<file path="src/rtl/tdm_demux1x4.sv">
// tdm_demux1x4: HUNT/LOCK framed 1:4 TDM demultiplexer with whole-frame output update.
// Optional framing error counter enabled by defining TDM_ERRCNT_EN.
module tdm_demux1x4 #(
  parameter int W = 4
) (
  input  logic         clk,
  input  logic         rst_n,
  input  logic [W-1:0] in,
  input  logic         in_valid,
  input  logic         sof,
  output logic [W-1:0] y0,
  output logic [W-1:0] y1,
  output logic [W-1:0] y2,
  output logic [W-1:0] y3,
  output logic [1:0]   s,
  output logic         frame_valid,
  output logic         locked,
  output logic         sync_err,
  output logic [7:0]   err_cnt
);
  typedef enum logic {HUNT, LOCK} state_t;
  state_t         r_state, w_state_nxt;
  logic [1:0]     r_s, w_s_nxt;
  logic [W-1:0]   r_h0, r_h1, r_h2;
  logic [W-1:0]   r_y0, r_y1, r_y2, r_y3;
  logic           r_fv, r_err;
  logic           w_err, w_load, w_wr0, w_wr1, w_wr2;
  always_comb begin
    w_state_nxt = r_state;
    w_s_nxt     = r_s;
    w_err       = 1'b0;
    w_load      = 1'b0;
    w_wr0       = 1'b0;
    w_wr1       = 1'b0;
    w_wr2       = 1'b0;
    if (in_valid) begin
      if (r_state == HUNT) begin
        if (sof) begin
          w_wr0       = 1'b1;
          w_s_nxt     = 2'd1;
          w_state_nxt = LOCK;
        end
      end else if (sof && r_s != 2'd0) begin
        // resync: the sof beat restarts the frame as slot 0
        w_err   = 1'b1;
        w_wr0   = 1'b1;
        w_s_nxt = 2'd1;
      end else begin
        w_wr0   = r_s == 2'd0;
        w_wr1   = r_s == 2'd1;
        w_wr2   = r_s == 2'd2;
        w_load  = r_s == 2'd3;
        w_s_nxt = r_s + 2'd1;
      end
    end
  end
  always_ff @(posedge clk or negedge rst_n) begin
    if (!rst_n) begin
      r_state <= HUNT;
      r_s     <= 2'd0;
    end else begin
      r_state <= w_state_nxt;
      r_s     <= w_s_nxt;
    end
  end
  always_ff @(posedge clk or negedge rst_n) begin
    if (!rst_n) begin
      r_h0  <= '0;
      r_h1  <= '0;
      r_h2  <= '0;
      r_y0  <= '0;
      r_y1  <= '0;
      r_y2  <= '0;
      r_y3  <= '0;
      r_fv  <= 1'b0;
      r_err <= 1'b0;
    end else begin
      r_h0  <= w_wr0 ? in : r_h0;
      r_h1  <= w_wr1 ? in : r_h1;
      r_h2  <= w_wr2 ? in : r_h2;
      r_y0  <= w_load ? r_h0 : r_y0;
      r_y1  <= w_load ? r_h1 : r_y1;
      r_y2  <= w_load ? r_h2 : r_y2;
      r_y3  <= w_load ? in : r_y3;
      r_fv  <= w_load;
      r_err <= w_err;
    end
  end
`ifdef TDM_ERRCNT_EN
  logic [7:0] r_err_cnt;
  always_ff @(posedge clk or negedge rst_n) begin
    if (!rst_n) r_err_cnt <= 8'd0;
    else        r_err_cnt <= (w_err && r_err_cnt != 8'hFF) ? r_err_cnt + 8'd1 : r_err_cnt;
  end
  assign err_cnt = r_err_cnt;
`else
  assign err_cnt = 8'd0;
`endif
  assign y0          = r_y0;
  assign y1          = r_y1;
  assign y2          = r_y2;
  assign y3          = r_y3;
  assign s           = r_s;
  assign frame_valid = r_fv;
  assign locked      = r_state == LOCK;
  assign sync_err    = r_err;
endmodule

</file>
<file path="config.mk">
export PLATFORM = sky130hd
export DESIGN_NAME = tdm_demux1x4
export DESIGN_NICKNAME = d
export VERILOG_FILES = /design/src/rtl/tdm_demux1x4.sv
export SDC_FILE = /design/constraint.sdc
export NUM_CORES = 1
export LEC_CHECK = 0
export CELL_PAD_IN_SITES_DETAIL_PLACEMENT = 1
export CELL_PAD_IN_SITES_GLOBAL_PLACEMENT = 2
export CORE_MARGIN = 5
export CORE_UTILIZATION = 32
export CTS_CLUSTER_SIZE = 28
export DETAILED_ROUTE_END_ITERATION = 10
export HOLD_SLACK_MARGIN = 0.03
export PLACE_DENSITY = 0.83
export SYNTH_ARGS = -nofsm -noshare
export SYNTH_HDL_FRONTEND = slang
export SYNTH_SLANG_ARGS = --single-unit
export TNS_END_PERCENT = 10
</file>
<file path="constraint.sdc">
create_clock -name clk -period 2.3 [get_ports clk]
set_clock_uncertainty 0.15 [all_clocks]
set_input_delay 0.575 -clock clk [delete_from_list [all_inputs] [get_ports clk]]
set_output_delay 0.575 -clock clk [all_outputs]
set_load 0.05 [all_outputs]
</file>
; ---- Word level (Yosys, flattened, before mapping)
; Index checks and enable logic that the tools add are counted.
[word_totals]
register_bits = 33
in_bits = 8
output_inout_bits = 29
elab_cells = 40
[classes]
add_sub_neg = 1
n_eq_ne = 3
muxes = 20
n_reduce_logical = 5
[op_table]
columns = cell, count
row1 = 2-to-1 mux 1 bit, 17
row2 = 2-to-1 mux 2 bit, 3
row3 = == test 2 bit (second input constant), 2
row4 = nonzero test 2 bit, 2
row5 = adder 2 x 1 -> 2 bit (second input constant), 1
row6 = == test 2 x 1 -> 1 bit (second input constant), 1
row7 = logical NOT 2 bit, 1
row8 = AND reduction 2 bit, 1
row9 = logical AND 1 bit, 1

; ---- Logic depth before layout (Yosys ltp)
; Gate-level depths: netlist (run 1).
[logic_depth]
ltp_word = 5
mapped_depth = 6
ltp_nobuf = 5

; ---- Worst setup path before layout (run 1)
; No wires, ideal clock.
[synth_path]
kind = register to register
from = register r_s[0], in the netlist s[0]
to = register r_y0[0], in the netlist y0[0]
setup_ns = 0.125
t_arrival_ns = 1.816
required_time_ns = 2.025
setup_slack_ns = 0.209
stages_incl_launch_ff = 7
path_buffers = 1
period_less_slack_ns = 2.091
path_cell_list = dfrtp_1 inv_1 ha_1 nand2b_4 nand4_4 buf_6 mux2_4
[synth_via]
elab_chain_len = 5
word_cells_on_any_way = 6
cone_classes = 1 x eq/ne / 3 x mux / 2 x reduce/logical
[synth_rtl]
columns = item, line_no
row1 = from (decl), 23  ; logic [1:0] r_s, w_s_nxt;
row2 = from (signal assigned), 63  ; r_s <= w_s_nxt;
row3 = nonzero test 2 bit, 43  ; end else if (sof && r_s != 2'd0) begin
row4 = logical AND 1 bit, 43
row5 = 2-to-1 mux 1 bit *, 43
row6 = 2-to-1 mux 1 bit *, 37  ; if (r_state == HUNT) begin
row7 = 2-to-1 mux 1 bit *, 36  ; if (in_valid) begin
row8 = to (signal assigned), 81  ; r_y0 <= w_load ? r_h0 : r_y0;
row9 = to (decl), 25  ; logic [W-1:0] r_y0, r_y1, r_y2, r_y3;
; Every way passes the cells marked *; elsewhere a longest branch is shown, timed or not.
; A chain may end at the register's enable or synchronous reset.

; ---- Final worst setup path (run 1)
[layout_path]
from = register r_y0[0], in the netlist y0[0]
to = output port y0[0]
[layout_lines]
columns = item, line_no
row1 = to (decl), 11  ; output logic [W-1:0] y0,
; No word-level cell between the ends.

==> impl_results.md, run 1 <==
* Share of the synthesized area in the top cell type at 0.5795
* CTS tree: built
* Period utilisation layout at 0.9516
* Post-synthesis sequential area ratio at 0.5795
* Yosys warnings at 0
* Net Switching at 1.097 mW
* # setup viols final at 0
* Crit Path Category: register to output pin
* GPL Wtd Cong at 0.7325
* VDD IR max at 0.0004435 V
* CTS resizes at 0
* EDFF count, synth at 0
* Worst slack at placement at -0.008345 ns
* GRT Overall Usage at 0.1038
* Root buf cell: clkbuf_8
* Largest net degree at the start of global routing at 34
* Count leader, synth: dfrtp_1
* Prevailing post-synth register cell: dfrtp_1
* First drt pass iteration count at 2
* Starting DRT DRC Count at 19
* Final Hold Viols at 0
* Worst Hold Depth at 1
* Total grt overflow at 0
* Core area at 4324 um2
* Relative slew margins at 0.6623
* Minimum clock period at 2.189 ns
* Combinational group share of total power at 0.483
* Antenna Nets Post-Route at 0
* Power Density at 1465 nW/um2
* Avg WL per Cell at 15.55 um
* Synth Cell Area at 1425 um2
* Setup ws final at 0.1114 ns
* Hold EP: r_h1[0]
* Layout cells sized above 1 at 0.3386
* Critical R2R Launch: s[0]
* Max-cap violations at 0
* HP Start: r_h1[0]
* Clk pin slew, worst setup/hold paths at 0.07 ns
* Async SR Flop Fraction at 1.000
* CP Capture Type: output pin
* Residual DRC at 0
* DP Wirelength at 2.016 mm
* DR vias/cell at 4.425
* Clock Sinks at 33
* Area grow syn2layout at 26.51%
* Worst-path maximum fanout at 2
* Total internal power at 1.544 mW
* Synth area leader: dfrtp_1
* Leakage at 0.8487 nW
* WP data required at 1.57 ns
* H-Tree Level Count at 2
* Vias in the first global route at 903
* Final WL at 2.783 mm
* Power share of the clock group at 0.158
* Synth top area cells: dfrtp_1 58%, mux2_2 15%, mux2_4 9.5%
* Max stage delay cell, worst path: clkdlybuf4s50_1
* Synth cell types at 19
* Critical path's largest stage delay at 0.81 ns
* Synth Instances at 93
* Syn_area_per_cell at 15.32 um2
* Initial antenna violation count at 0
* Post-synthesis register bit count at 33
* Critical R2R Capture: y3[3]
* CP top delay family: buffers and inverters
* Final net count at 138
* Reg2reg path depth at 5
* Register-to-register setup slack at 0.37 ns
* Row Count at 24
* Synth cell count leaders: 33 x dfrtp_1, 19 x mux2_2, 9 x mux2_4, 8 x buf_4, 4 x ha_1
* CP bufs+invs at 1
* Final Slew Violations at 0
* Slew at the pin closest to its max-slew limit at 0.5050 ns
* Die X-Extent at 76.74 um
* CP Launch Type: register
* RSZ-0062 raised after global routing: false
* Sequential share of power at 0.359
* Clock Path Buffers at 2
* Worst-path cell chain: clkdlybuf4s50_1
* Num CTS Buffers at 5
* Critical path arrival at 1.46 ns
* Worst skew pair latency at 0.28 ns
* Worst hold path class: register to register
* Net Sw Frac at 0.4153
* Post-CTS Setup Bufs at 0
* Cts hold-fix bufs at 0
* IO Pins at 37
* Die area at 5888 um2
* Final Power at 2.641 mW
* First-pass GRT wire length at 4.747 mm
* Antenna cells at 0
* PortBufs at 28
* Die height at 76.74 um
* Setup TNS at 0 ns
* Total number of vias at 792
* Initial Utilization at 0.3296
* Status: finished, final reports clean
* Max Clock Freq at 456.9 MHz
[layout make-up]
cell class,count,area (um2)
timing repair buffer,30,285.3
clock inverter,2,10.01
inverter,3,11.26
tap,52,65.06
clock buffer,6,72.57
sequential,33,825.8
fill,452,2521
multi-input combinational,53,533.0
[worst max path at each step]
stage,startpoint,end,slack (ns),cells after the start
after global placement,sof,y0[1],0.08,4
after floorplan,s[0],y0[0],0.21,6
after CTS,y0[0],y0[0],0.1,1
after global routing,y0[0],y0[0],0.07,1
after detailed placement,sof,y3[3],-0.008,4
final,y0[0],y0[0],0.11,1
[sequential cells by signal (all words and copies together) (netlist names), 2 cells and up]
signal	flops
y0	4
y3	4
r_h1	4
y1	4
s	2
r_h0	4
y2	4
r_h2	4
[power groups by stage]
stage          sequential [mW]  clock [mW]  combinational [mW]
6_report                 0.949       0.416                1.28
5_1_grt                  0.987       0.457                1.34
4_1_cts                  0.956       0.432                1.29
3_5_place_dp             0.965           0                1.29
3_3_place_gp             0.949           0                1.27
2_1_floorplan             1.46           0               0.390
[cells in the final DEF, fill, tap and decap left out]
cell,Yosys,final
dfrtp_1,33,33
ha_1,4,4
clkdlybuf4s50_1,0,24
clkbuf_1,0,1
nor2b_1,1,1
conb_1,1,8
a22o_1,1,1
nand2b_4,1,1
nor2_1,1,1
mux2_2,19,19
a21o_1,2,2
inv_1,3,3
o21ai_0,1,1
nand2_1,2,2
mux2_4,9,9
buf_4,8,6
mux2i_1,1,1
clkinv_2,0,2
clkbuf_8,0,5
nand4_1,2,2
nand4_4,1,1
[per-stage QoR]
step	instance area, um2	util	hold WS (ns)	cells
final	1803	0.4170	0.3538	179
after global routing	1803	0.4170	0.3721	179
after CTS	1803	0.4170	0.3595	179
after detailed placement	1720	0.3979	0.3442	171
after global placement	1720	0.3979	0.3325	171
after floorplan	1451	-	0.1294	100
[layer usage]
metal,up-vias,GRT usage,share of wire
li1,370,-,-
met1,389,0.1156,0.39
met2,25,0.1672,0.51
met3,8,0.04567,0.074
met4,0,0.05245,0.023
met5,-,0,0
[cell families (layout without fill, tap and decap cells)]
family / count (synthesis) / after routing / synth area share
flops: 33 / 33 / 0.5795
mux: 29 / 29 / 0.2520
buf+inv: 14 / 41 / 0.06497
simple gates: 8 / 8 / 0.04565
fa+ha+maj: 4 / 4 / 0.03512
compound gates: 4 / 4 / 0.02019
other cells: 1 / 8 / 0.002631
(Power assumes the default switching activity.)
==> run 2, diff against run 1 <==
- CORE_UTILIZATION: 32 -> 41
- DONT_BUFFER_PORTS: not set -> 1
- PLACE_DENSITY: 0.83 -> 0.81
==> run 2 against run 1 <==
  * Setup slack improved by 0.24 ns
  * Utilization grew 3.8 points
  * Worst hold slack worse by 0.13 ns
  * Die area decreased by 19%
  * Sequential power increased by 54%
  * Cell area fell by 15%
  * Cell count is 17% lower
  * Fmax increased by 12%
  * Combinational power decreased by 62%
  * Register-to-register slack worse by 0.02 ns
  * Count of clock-buffer cells in the layout rose by 2
  * Clock power shrank 29%
  * Critical path type is now register to register
==> impl_results.md, run 2 (synthesis results as in run 1) <==
* CTS tree: built
* Vias in the first global route at 776 (-14%)
* Starting DRT DRC Count at 20 (+1)
* Status: finished, final reports clean
* Die height at 68.96 um (-10%)
* Critical path's largest stage delay at 0.43 ns (-0.38 ns)
* DR vias/cell at 4.845 (+9.5%)
* GPL Wtd Cong at 0.6975 (-4.8%)
* Antenna cells at 0 (unchanged)
* Combinational group share of total power at 0.218 (-0.265)
* Leakage at 0.7378 nW (-13%)
* Layout cells sized above 1 at 0.3824 (+0.04377)
* Initial antenna violation count at 0 (unchanged)
* Period utilisation layout at 0.8463 (-0.1053)
* Most frequent cells in the layout: 33 x dfrtp_1, 19 x mux2_2, 9 x mux2_4, 8 x conb_1, 5 x clkbuf_4
* Setup ws final at 0.3535 ns (+0.2421 ns)
* Worst-path cell chain: inv_1 > ha_1 > nand2b_4 > nand4_4 > mux2_4
* Hold slack at 0.2200 ns (-0.1338 ns)
* Worst skew pair latency at 0.32 ns (+0.04 ns)
* VDD IR max at 0.0006326 V (+43%)
* Max Clock Freq at 513.7 MHz (+12%)
* Clk pin slew, worst setup/hold paths at 0.09 ns (+0.02 ns)
* Largest net degree at the start of global routing at 34 (unchanged)
* Placed cell areas at 1450 um2 (-16%)
* CP top delay family: simple AND/OR/NAND/NOR gates
* Core area at 3363 um2 (-22%)
* CP bufs+invs at 1 (unchanged)
* First-pass GRT wire length at 4.015 mm (-15%)
* Minimum clock period at 1.946 ns (-0.2421 ns)
* CTS resizes at 0 (unchanged)
* Worst slack at placement at 0.3480 ns (+0.3564 ns)
* PortBufs at 0 (-100%)
* Power Density at 1470 nW/um2 (+0.36%)
* Final WL at 2.520 mm (-9.5%)
* Commonest non-fill, non-tap cell in the layout: dfrtp_1
* Final net count at 113 (-18%)
* First drt pass iteration count at 2 (unchanged)
* Total number of vias at 717 (-9.5%)
* H-Tree Level Count at 2 (unchanged)
* GRT Overall Usage at 0.1213 (+0.01748)
* Sequential share of power at 0.650 (+0.291)
* Initial Utilization at 0.4237 (+0.09416)
* Critical path arrival at 2.00 ns (+0.54 ns)
* Avg WL per Cell at 17.03 um (+9.5%)
* Total internal power at 1.217 mW (-21%)
* Num CTS Buffers at 5 (unchanged)
* Worst hold path class: input pin to register
* Root buf cell: clkbuf_4
* Die X-Extent at 68.96 um (-10%)
* WP data required at 2.36 ns (+0.79 ns)
* Post-CTS Setup Bufs at 0 (unchanged)
* DP Wirelength at 1.835 mm (-8.9%)
* Residual DRC at 0 (unchanged)
* Max stage delay cell, worst path: dfrtp_1
* Final Hold Viols at 0 (unchanged)
* CP Launch Type: register
* Max-cap violations at 0 (unchanged)
* Cell area after layout at 1529 um2 (-15%)
* Clock Sinks at 33 (unchanged)
* Row Count at 21 (-13%)
* # setup viols final at 0 (unchanged)
* RSZ-0062 raised after global routing: false
* Antenna Nets Post-Route at 0 (unchanged)
* IO Pins at 37 (unchanged)
* Clock Path Buffers at 2 (unchanged)
* Final Slew Violations at 0 (unchanged)
* Net Sw Frac at 0.4588 (+0.04346)
* Crit Path Category: register to register
* Power share of the clock group at 0.131 (-0.027)
* Net Switching at 1.031 mW (-6.0%)
* Final Power at 2.248 mW (-15%)
* Die area at 4755 um2 (-19%)
* Worst-path maximum fanout at 17 (+15)
* Total grt overflow at 0 (unchanged)
* CP Capture Type: register
* Area grow syn2layout at 7.287%
* Setup TNS at 0 ns (unchanged)
-- run 2: cell types whose count changed in the layout (fill, tap and decap cells not counted), moves of 2 or more --
cell             delta
clkbuf_1            +2
clkinv_2            -2
clkbuf_4            +5
clkdlybuf4s50_1    -24
clkbuf_8            -5
buf_4               -3
-- run 2: final cells by class --
class                           count  area, um2
Fill cell                         361       1834
Sequential cell                    33      825.8
Tap cell                           46      57.56
Inverter                            3      11.26
Multi-Input combinational cell     53      533.0
Clock buffer                        8      48.80
Timing Repair Buffer                5      52.55
-- run 2: worst paths after layout --
| kind | cells after the start | slack (ns) | start | to |
|---|---|---|---|---|
| max | 5 | 0.35 | s[0] | y0[1] |
| min | 1 | 0.22 | sof | locked |
| max reg2reg | 5 | 0.35 | s[0] | y0[1] |
| min reg2reg | 1 | 0.36 | r_h1[0] | y1[0] |
| max in group asynchronous | 2 | 1.29 | rst_n | r_h0[0] |
| min in group asynchronous | 2 | 0.54 | rst_n | s[0] |
-- run 2: timing repair --
item                                   4_1_cts  5_1_grt
hold buffers                                 2        0
endpoints found under the hold margin       33        0
setup endpoints to repair                    0        0
-- run 2: worst reg2reg max path, stage by stage, from the launching register on --
cell,delay [ns]
dfrtp_1,0.43
inv_1,0.13
ha_1,0.19
nand2b_4,0.16
nand4_4,0.35
mux2_4,0.43
-- run 2: metrics by stage --
stage                       util  cells
after detailed placement  0.4312    138
after global placement    0.4312    138
after CTS                 0.4546    148
after floorplan                -    100
after global routing      0.4546    148
final                     0.4546    148
-- run 2: power by group through the flow --
stage          Sequential (mW)  Combinational (mW)  Clock, mW
2_1_floorplan             1.46               0.390          0
3_3_place_gp              1.47               0.457          0
3_5_place_dp              1.48               0.483          0
4_1_cts                   1.47               0.500      0.312
5_1_grt                   1.50               0.532      0.340
6_report                  1.46               0.490      0.296
-- run 2: routing by layer --
metal	global-route usage	wire length [um]
met2	0.1881	1294
met3	0.05186	230
met4	0.05839	32
met5	0	0
met1	0.1443	962
==> run 3, diff against run 2 <==
- clock period: 2.3 -> 1.8 ns (I/O delays scaled with it)
==> run 3 against run 2 <==
  * Utilization increased by 2.1 points
  * Setup slack got worse by 0.27 ns
  * Sequential share of layout area decreased by 2.3 points
  * Die area unchanged
  * Cell count increased by 0.68%
  * Critical endpoint is now r_h2[0]
==> impl_results.md, run 3 (synthesis results as in run 1) <==
* Status: finished, final reports clean
* Antenna cells at 0 (unchanged)
* Crit Path Category: register to register
* Root buf cell: clkbuf_4
* Max-cap violations at 0 (unchanged)
* Die area at 4755 um2 (unchanged)
* Cell Count, Final, Fillers Out at 149 (+0.68%)
* CP bufs+invs at 1 (unchanged)
* Avg WL per Cell at 16.70 um (-1.9%)
* HP Start: sof
* CTS resizes at 0 (unchanged)
* Layout cells sized above 1 at 0.4563 (+0.07396)
* Most frequent cells in the layout: 31 x dfrtp_1, 19 x mux2_2, 9 x mux2_4, 8 x conb_1, 5 x clkbuf_4
* Commonest non-fill, non-tap cell in the layout: dfrtp_1
* H-Tree Level Count at 2 (unchanged)
* Initial Utilization at 0.4237 (unchanged)
* Clock Sinks at 33 (unchanged)
* Setup ws final at 0.08716 ns (-0.2663 ns)
* Critical R2R Capture: r_h2[0]
* Final Power at 3.094 mW (+38%)
* Total grt overflow at 0 (unchanged)
* Clk pin slew, worst setup/hold paths at 0.10 ns (about the same)
* Combinational group share of total power at 0.211 (-0.007)
* VDD IR max at 0.0005751 V (-9.1%)
* Worst hold path class: input pin to register
* Final net count at 114 (+0.88%)
* Slew at the pin closest to its max-slew limit at 0.5074 ns
* Register area at 828.3 um2 (+0.30%)
* Num CTS Buffers at 5 (unchanged)
* Reg2reg path depth at 5 (unchanged)
* Period utilisation layout at 0.9516 (+0.1053)
* IO Pins at 37 (unchanged)
* Die X-Extent at 68.96 um (unchanged)
* # setup viols final at 0 (unchanged)
* Power share of the clock group at 0.184 (+0.053)
* Register-to-register setup slack at 0.09 ns (-0.27 ns)
* PortBufs at 0 (unchanged)
* Net Sw Frac at 0.4339 (-0.02492)
* Antenna Nets Post-Route at 0 (unchanged)
* Worst skew pair latency at 0.32 ns (about the same)
* Critical R2R Launch: s[0]
* GPL Wtd Cong at 0.6864 (-1.6%)
* Area grow syn2layout at 12.29%
* Minimum clock period at 1.713 ns (-0.2337 ns)
* DP Wirelength at 1.856 mm (+1.1%)
* Worst-path cell chain: inv_2 > ha_4 > nand2b_4 > nand4_1 > mux2_2
* First-pass GRT wire length at 3.850 mm (-4.1%)
* Area of the multi-input gates at 545.5 um2 (+2.3%)
* CP Capture Type: register
* Total number of vias at 711 (-0.84%)
* Vias in the first global route at 754 (-2.8%)
* Max Clock Freq at 583.8 MHz (+14%)
* Row Count at 21 (unchanged)
* First drt pass iteration count at 2 (unchanged)
* GRT Overall Usage at 0.1145 (-0.006864)
* Initial antenna violation count at 0 (unchanged)
* Worst Hold Depth at 1 (unchanged)
* Total internal power at 1.752 mW (+44%)
* Final Hold Viols at 0 (unchanged)
* Worst-path maximum fanout at 5 (-12)
* Dpl cells at 139 (+0.72%)
* Hold EP: locked
* Setup TNS at 0 ns (unchanged)
* CTS tree: built
* Number of fill cells at 351 (-2.8%)
* Critical path arrival at 1.77 ns (-0.23 ns)
* CP top delay family: flip-flops
* Sequential share of power at 0.605 (-0.045)
* Starting DRT DRC Count at 29 (+45%)
* DR vias/cell at 4.772 (-1.5%)
* Relative slew margins at 0.6617
* Critical path's largest stage delay at 0.44 ns (about the same)
* Power Density at 1933 nW/um2 (+32%)
* Worst slack at placement at 0.07569 ns (-0.2724 ns)
* Max stage delay cell, worst path: dfrtp_2
* Post-CTS Setup Bufs at 0 (unchanged)
* Largest net degree at the start of global routing at 34 (unchanged)
* Clock Path Buffers at 2 (unchanged)
* Net Switching at 1.342 mW (+30%)
* WP data required at 1.85 ns (-0.51 ns)
* Residual DRC at 0 (unchanged)
* Final Slew Violations at 0 (unchanged)
* CP Launch Type: register
* Final WL at 2.489 mm (-1.2%)
* RSZ-0062 raised after global routing: false
* Cell area after layout at 1600 um2 (+4.7%)
* Cts hold-fix bufs at 2 (unchanged)
* Stages on worst setup path at 5 (unchanged)
* Placed cell areas at 1485 um2 (+2.4%)
* Die height at 68.96 um (unchanged)
* Core area at 3363 um2 (unchanged)
* Leakage at 0.7635 nW (+3.5%)
==> run 3: layer usage <==
layer / part of all wire / global-route usage
met5: 0 / 0
met1: 0.42 / 0.1491
met3: 0.078 / 0.04538
met2: 0.50 / 0.1667
met4: 0.0044 / 0.05109
==> run 3: through the flow <==
stage	hold WS, ns	util
after floorplan	0.004409	-
after global placement	0.005184	0.4416
after detailed placement	0.005203	0.4416
after CTS	0.07528	0.4758
after global routing	0.06904	0.4758
final	0.09135	0.4758
==> run 3: worst reg2reg max path: stages, from the launching register on <==
cell and delay, ns:
dfrtp_2 0.44, inv_2 0.10, ha_4 0.14, nand2b_4 0.14
nand4_1 0.26, mux2_2 0.36
==> run 3: worst max-delay path by stage <==
stage,start,endpoint
after floorplan,s[0],y0[0]
after global placement,s[0],r_h2[1]
after detailed placement,s[0],r_h2[0]
after CTS,s[0],r_h2[0]
after global routing,s[0],r_h2[1]
final,s[0],r_h2[0]
==> run 3: area by class of cell <==
type,count,share of cell area
flip-flops and latches,33,0.5176
multi-input cells,53,0.3409
repair buffers,6,0.04535
well taps,46,0.03597
clock buffers,7,0.03440
clock inverters,1,0.01876
inverters,3,0.007037
==> run 3: power groups by stage <==
stage / Sequential, mW / Combinational (mW) / Clock, mW
finish: 1.87 / 0.653 / 0.570
global placement: 1.89 / 0.604 / 0
CTS: 1.89 / 0.665 / 0.591
global route: 1.92 / 0.704 / 0.622
floorplan: 1.87 / 0.515 / 0
detailed placement: 1.90 / 0.643 / 0
